==> src/rtl/riscv_vec_pkg.sv <==
// Shared vector-sequencer types, default widths and the issue bank-mask helper.
package riscv_vec_pkg;

  localparam int VLEN_W = 12;
  localparam int NBANK  = 8;

  typedef enum logic [1:0] {
    IDLE  = 2'd0,
    ISSUE = 2'd1,
    FIN   = 2'd2
  } state_t;

  // Low cnt bits set; cnt above NBANK saturates to all ones.
  function automatic logic [NBANK-1:0] bank_mask(input logic [3:0] cnt);
    logic [NBANK-1:0] m;
    m = '0;
    for (int i = 0; i < NBANK; i++) m[i] = (i < int'(cnt));
    return m;
  endfunction

endpackage

==> src/rtl/riscv_vec_vlen_sequencer.sv <==
// Splits a clamped vector length into per-cycle beats of up to one element per bank.
// First beat one cycle after accept; beats hold stable while iss_ready is low; done follows the last beat.
module riscv_vec_vlen_sequencer
  import riscv_vec_pkg::*;
#(
  parameter int VLEN_W = riscv_vec_pkg::VLEN_W,
  parameter int NBANK  = riscv_vec_pkg::NBANK
) (
  input  logic              clk,
  input  logic              reset,
  input  logic              cmd_valid,
  output logic              cmd_ready,
  input  logic [VLEN_W-1:0] cmd_vlen,
  input  logic [3:0]        vec_bank_count,
  output logic              iss_valid,
  input  logic              iss_ready,
  output logic [VLEN_W-1:0] iss_start,
  output logic [3:0]        iss_cnt,
  output logic [NBANK-1:0]  iss_bank_mask,
  output logic              iss_last,
  output logic              done,
  output logic              busy
);

  state_t            state_q, state_d;
  logic [VLEN_W-1:0] rem_q;
  logic [VLEN_W-1:0] start_q;
  logic [3:0]        banks_q;
  logic [3:0]        banks_in;
  logic [3:0]        cnt_c;
  logic              last_c;
  logic              cmd_acc;
  logic              beat;

  // Illegal bank counts are folded into 1..NBANK at accept time.
  always_comb begin
    banks_in = vec_bank_count;
    if (vec_bank_count == 4'd0)
      banks_in = 4'd1;
    else if (vec_bank_count > 4'(NBANK))
      banks_in = 4'(NBANK);
  end

  always_comb begin
    cnt_c  = banks_q;
    last_c = 1'b0;
    if (rem_q <= VLEN_W'(banks_q)) begin
      cnt_c  = rem_q[3:0];
      last_c = 1'b1;
    end
  end

  assign cmd_acc = cmd_valid & (state_q == IDLE);
  assign beat    = iss_ready & (state_q == ISSUE);

  always_comb begin
    state_d = state_q;
    case (state_q)
      IDLE:    if (cmd_acc) state_d = (cmd_vlen == '0) ? FIN : ISSUE;
      ISSUE:   if (beat && last_c) state_d = FIN;
      FIN:     state_d = IDLE;
      default: state_d = IDLE;
    endcase
  end

  always_ff @(posedge clk or negedge reset) begin
    if (!reset) begin
      state_q <= IDLE;
      rem_q   <= '0;
      start_q <= '0;
      banks_q <= '0;
    end else begin
      state_q <= state_d;
      if (cmd_acc) begin
        rem_q   <= cmd_vlen;
        start_q <= '0;
        banks_q <= banks_in;
      end else if (beat) begin
        rem_q   <= rem_q - VLEN_W'(cnt_c);
        start_q <= start_q + VLEN_W'(cnt_c);
      end
    end
  end

  assign cmd_ready     = (state_q == IDLE);
  assign iss_valid     = (state_q == ISSUE);
  assign done          = (state_q == FIN);
  assign busy          = (state_q != IDLE);
  assign iss_start     = start_q;
  assign iss_cnt       = iss_valid ? cnt_c : 4'd0;
  assign iss_last      = iss_valid & last_c;
  assign iss_bank_mask = iss_valid ? NBANK'(bank_mask(cnt_c)) : '0;

endmodule

==> config.mk <==
export PLATFORM = sky130hd
export DESIGN_NAME = riscv_vec_vlen_sequencer
export DESIGN_NICKNAME = d
export VERILOG_FILES = /design/src/rtl/riscv_vec_pkg.sv /design/src/rtl/riscv_vec_vlen_sequencer.sv
export SDC_FILE = /design/constraint.sdc
export NUM_CORES = 1
export LEC_CHECK = 0
export CAP_MARGIN = 5
export CORE_UTILIZATION = 25
export CTS_BUF_LIST = sky130_fd_sc_hd__clkbuf_4 sky130_fd_sc_hd__clkbuf_8
export DETAILED_ROUTE_END_ITERATION = 10
export GPL_ROUTABILITY_DRIVEN = 0
export PLACE_DENSITY = 0.42
export SYNTH_ARGS = -nofsm -noshare
export SYNTH_HDL_FRONTEND = slang
export SYNTH_SLANG_ARGS = --single-unit
==> constraint.sdc <==
create_clock -name clk -period 4.55 [get_ports clk]
set_input_delay 0.6825 -clock clk [delete_from_list [all_inputs] [get_ports clk]]
set_output_delay 0.6825 -clock clk [all_outputs]
set_load 0.03 [all_outputs]
## After elaboration in Yosys (flattened, before gate mapping)

Cells that the tools add are included.

| storage, ports and cells | value |
|---|---|
| logic and storage cells | 44 |
| bits of input ports | 20 |
| bits in registers | 30 |
| output and inout port bits | 29 |

| cells by class | value |
|---|---|
| reductions and logical operators | 7 |
| bitwise operators | 3 |
| muxes and demuxes | 14 |
| magnitude comparators | 10 |
| add/subtract/negate cells | 2 |
| equal/unequal tests | 4 |

Operator list:

| kind | number |
|---|---|
| 2-to-1 mux 12 bit | 4 |
| < comparator 3 x 4 -> 1 bit (first input constant) | 4 |
| 2-to-1 mux 4 bit | 4 |
| adder 12 x 4 -> 12 bit | 1 |
| less-or-equal comparator 12 x 4 -> 1 bit | 1 |
| logical NOT 12 bit | 1 |
| subtractor 12 x 4 -> 12 bit | 1 |
| < comparator 1 x 4 -> 1 bit (first input constant) | 2 |
| < comparator 2 x 4 -> 1 bit (first input constant) | 2 |
| 2-to-1 mux 8 bit | 1 |
| 2-to-1 mux 2 bit | 3 |
| > comparator 4 bit (second input constant) | 1 |
| logical NOT 4 bit | 1 |
| != test 2 x 1 -> 1 bit (second input constant) | 2 |
| one-hot mux 2 bit (2 select lines) | 1 |
| nonzero test 2 bit | 2 |
| bitwise AND 1 bit | 3 |
| equality test 2 x 1 -> 1 bit (second input constant) | 1 |
| equality test 2 bit (second input constant) | 1 |
| logical NOT 2 bit | 1 |
| AND reduction 2 bit | 1 |
| logical AND 1 bit | 1 |
| 2-to-1 mux 1 bit | 1 |

## Depth between registers and ports, before layout

| depth | value |
|---|---|
| depth after elaboration | 5 |
| mapped depth | 14 |
| depth with buffers taken out | 14 |

## Least setup slack after synthesis

Ideal clock, no wire load.

| path | value |
|---|---|
| path type | register -> register |
| from | register banks_q[2] |
| to | register start_q[11] (netlist: iss_start[11]) |
| buffers on the path | 1 |
| setup time | 0.078 ns |
| required time | 4.472 ns |
| stages on the path, launching flop included | 15 |
| clock period less this slack | 3.332 ns |
| slack | 1.218 ns |
| data arrival time | 3.255 ns |
| cell sequence | dfrtp_1 inv_1 ha_1 a21oi_1 o221ai_1 a2111o_1 buf_6 mux2i_1 inv_1 ha_1 a21o_1 a21o_1 a21oi_1 or4_1 a21oi_1 |

| between the ends | value |
|---|---|
| word-level cells in the longest chain between the ends | 5 |

RTL lines:

| what | RTL line | source |
|---|---|---|
| start: declaration | riscv_vec_vlen_sequencer.sv:28 | `logic [3:0] banks_q;` |
| start signal: assignment | riscv_vec_vlen_sequencer.sv:77 | `banks_q <= banks_in;` |
| less-or-equal comparator 12 x 4 -> 1 bit | riscv_vec_vlen_sequencer.sv:47 | `if (rem_q <= VLEN_W'(banks_q)) begin` |
| 2-to-1 mux 4 bit (*) | riscv_vec_vlen_sequencer.sv:47 |  |
| adder 12 x 4 -> 12 bit (*) | riscv_vec_vlen_sequencer.sv:80 | `start_q <= start_q + VLEN_W'(cnt_c);` |
| 2-to-1 mux 12 bit (*) | riscv_vec_vlen_sequencer.sv:78 | `end else if (beat) begin` |
| 2-to-1 mux 12 bit (*) | riscv_vec_vlen_sequencer.sv:74 | `if (cmd_acc) begin` |
| end signal: assignment | riscv_vec_vlen_sequencer.sv:80 |  |
| end: declaration | riscv_vec_vlen_sequencer.sv:27 | `logic [VLEN_W-1:0] start_q;` |

Mark *: on every way between the ends. The rest lies on a longest branch, timed or not. The select of a mux whose other input is x is not followed.
A chain may end at the register's enable or synchronous reset.

## Worst setup path after layout

| path | value |
|---|---|
| from | register rem_q[2] |
| to | register start_q[11] (netlist: iss_start[11]) |

| between the ends | value |
|---|---|
| word-level cells in the longest chain between the ends | 5 |

RTL lines:

| what | RTL line | source |
|---|---|---|
| start: declaration | riscv_vec_vlen_sequencer.sv:26 | `logic [VLEN_W-1:0] rem_q;` |
| start signal: assignment | riscv_vec_vlen_sequencer.sv:75 | `rem_q <= cmd_vlen;` |
| start signal: assignment | riscv_vec_vlen_sequencer.sv:79 | `rem_q <= rem_q - VLEN_W'(cnt_c);` |
| less-or-equal comparator 12 x 4 -> 1 bit | riscv_vec_vlen_sequencer.sv:47 |  |
| 2-to-1 mux 4 bit (*) | riscv_vec_vlen_sequencer.sv:47 |  |
| adder 12 x 4 -> 12 bit (*) | riscv_vec_vlen_sequencer.sv:80 |  |
| 2-to-1 mux 12 bit (*) | riscv_vec_vlen_sequencer.sv:78 |  |
| 2-to-1 mux 12 bit (*) | riscv_vec_vlen_sequencer.sv:74 |  |

Marks and branches as above.

==> metrics.txt <==
Final WS setup=around 0.45 ns; final setup vio count=0; Clock Path Buffers=2; commonest non-fill, non-tap cells in the layout=clkdlybuf4s50_1 (48), dfrtp_1 (30), nand2_1 (25); critical path fanouts, max=21; n_diodes=0; RSZ-0062 raised after global routing=false; clk_skew=0.00647 ns; fmax=roughly 240 MHz; clk slew on worst S/H paths=0.07 ns; Hold Fails Final Rpt=0; Worst Setup Path Type=flip-flop to flip-flop; pre-CTS setup slack=0.446 ns; vias in the first global route=just under 2000; Initial DRC Count=71; Post-CTS Setup Bufs=0; final instance area=2800 µm²; CTS tree=yes; initial antenna violation count=0; ys async rst share=100%; Reg2Reg Launch Point=rem_q[2]$_DFFE_PN0P_; Synth Area in Adders=8.97%; Filler Cells Inserted=870; clock sink count=30; # rows=33; Via density=5.01; syn_nets=274; Final Cycle Share=approximately nine tenths; Initial Utilization=25.8%; max_slew headroom=25.6%; Detailed Place HPWL=4500 µm; setup TNS=0 ns; slew at the pin closest to its max-slew limit=between 1 and 1.5 ns; most common cell after layout, fill and taps aside=clkdlybuf4s50_1; Mapped Area=2120 µm²; total gr overflow=0; H-tree levels=2; routed vias=1967; Total Routing Usage GR=15.0%; RR Endpoint=iss_start[11]$_DFFE_PN0P_; tightest hold margin=0.531 ns; CP arrival=4.26 ns; total power=between 2 and 2.5 mW; number of CTS-inserted buffers=5; first-pass GRT wire length=a little over 10000 µm; Antenna Violating Nets Remaining=0; sequential share of the synthesized area=35.4%; largest net degree at the start of global routing=31; post-synthesis cell type count=54; final WL=6090 µm; synthesized instance count=240; Power Density=750 nW/µm²; port bufs=48; post-synthesis mux area share=approximately 2.9%; first-pass detailed-route iteration total=4; CP required=4.71 ns; Layout Nets=about 320; Worst IR Drop VDD=0.000173 V; die width=94.1 µm; Synth Area in Compound Gates=between 20% and 30%; Ys Warns=0; Reg2Reg Setup Slack=0.45 ns; Post-CTS Resized=0; max_cap viols=0; synthesis-to-finish area growth=32.0%; drt drc=0; core area=8220 µm²; Worst Reg-to-Reg Cells=12; largest family of logic cells by synthesized area=simple AND/OR/NAND/NOR gates; hold path depth=2; area post-placement=2700 µm²; Leakage=between 1 and 1.5 nW; Hold WC Path Type=flip-flop to flip-flop; layout cell share with drive strength beyond 1=6.25%; min-delay src=iss_start[3]$_DFFE_PN0P_; outcome=complete, no violations; io pins=49; die area=8850 µm²; Final Max Slew Viols=0; Hold Buf Count CTS=0; post-synthesis register bit count=30; WL per Instance=15.5 µm; post-synthesis simple-gate area fraction=22.1%; Die Ht=94.1 µm; EDFF count, synth=0; clk root buf=clkbuf_8; Worst setup EP type=flip-flop; post-synthesis xor/xnor area fraction=2.89%; dominant synthesized flop cell=dfrtp_1; Worst setup SP type=flip-flop; Post-Syn Area per Cell=8.83 µm²; post-layout min period=between 4 and 5 ns; worst skew pair latency=roughly 0.28 ns; WHS Endpoint=iss_start[3]$_DFFE_PN0P_
-- sequential cells by signal, summed over array words and instances (netlist names) --
register   flops
iss_start     12
banks_q        4
rem_q         12
state_q        2
-- how the worst max path moves through the flow --
stage               cells after the start                         to              startpoint
floorplan                              14  iss_start[11]$_DFFE_PN0P_  banks_q[2]$_DFFE_PN0P_
global placement                       12  iss_start[11]$_DFFE_PN0P_    rem_q[2]$_DFFE_PN0P_
detailed placement                     12  iss_start[11]$_DFFE_PN0P_    rem_q[2]$_DFFE_PN0P_
CTS                                     7           iss_bank_mask[7]    rem_q[2]$_DFFE_PN0P_
global route                           12      rem_q[10]$_DFFE_PN0P_    rem_q[2]$_DFFE_PN0P_
finish                                 12  iss_start[11]$_DFFE_PN0P_    rem_q[2]$_DFFE_PN0P_
-- worst max-delay path: stages, from the launching register on --
cell and delay [ns]:
dfrtp_1 0.51, ha_1 0.39, a21oi_1 0.14, o221ai_1 0.13, a2111o_1 0.73, mux2i_1 0.53
inv_1 0.16, ha_1 0.30, a21o_1 0.18, a21o_1 0.19, a21oi_1 0.46, or4_1 0.20
a21oi_1 0.07
-- Yosys cell counts, types with 2 or more instances --
library cell	number	area share, %
nand4_1	4	1.2
xor2_1	2	0.83
nand3_1	7	1.7
a21oi_1	6	1.4
xnor2_1	5	2.1
a221o_1	2	0.94
o21a_1	3	1.1
o211ai_1	4	1.4
nand3b_1	3	1.1
o21ai_0	16	3.8
nor2b_1	5	1.5
a211oi_1	6	2.1
mux2i_1	5	2.4
ha_1	12	7.1
fa_1	2	1.9
clkbuf_1	9	1.6
or4_1	5	1.8
buf_6	2	1.1
o22ai_1	2	0.59
nor2_1	18	3.2
a21o_1	2	0.71
a22oi_1	2	0.71
a32oi_1	2	0.83
o221ai_1	3	1.2
nor4_1	4	1.2
nand2_1	25	4.4
a311oi_1	4	1.7
nor3_1	6	1.4
and3_1	3	0.89
dfrtp_1	30	35
inv_1	18	3.2
-- metrics by stage --
stage	util [%]	std cells
3_5_place_dp	32.9	385
4_1_cts	34.0	393
3_3_place_gp	32.9	385
2_1_floorplan	-	240
5_1_grt	34.0	393
6_report	34.0	393
-- power breakdown --
part,internal (mW),switching (mW)
clock network,0.122,0.109
logic,0.563,0.788
registers,0.371,0.147
total,1.06,1.04
-- cell families (layout without fill, tap and decap cells) --
family | after synthesis | after routing
AOI/OAI and AO/OA | 64 | 64
xor gates and xnor gates | 7 | 7
adders and majority gates | 14 | 14
buffers and inverters | 30 | 78
DFF | 30 | 30
muxes | 6 | 6
and+or+nand+nor | 89 | 89
-- area by class of cell --
type	instances	area [µm²]	area share, %
inverter	18	67.6	2.42
sequential	30	751	26.8
clock inverter	2	12.5	0.447
multi-input combinational	180	1240	44.4
timing repair buffer	52	510	18.2
clock buffer	6	82.6	2.95
tap	105	131	4.70
-- layer usage --
layer	track usage [%]	vias to the layer above	routed length [µm]
met2	23.4	40	2760
met1	21.2	942	3000
li1	-	979	-
met3	2.18	6	259
met5	0	-	0
met4	4.23	0	76
No activity file was read; power rests on OpenSTA's default activity.
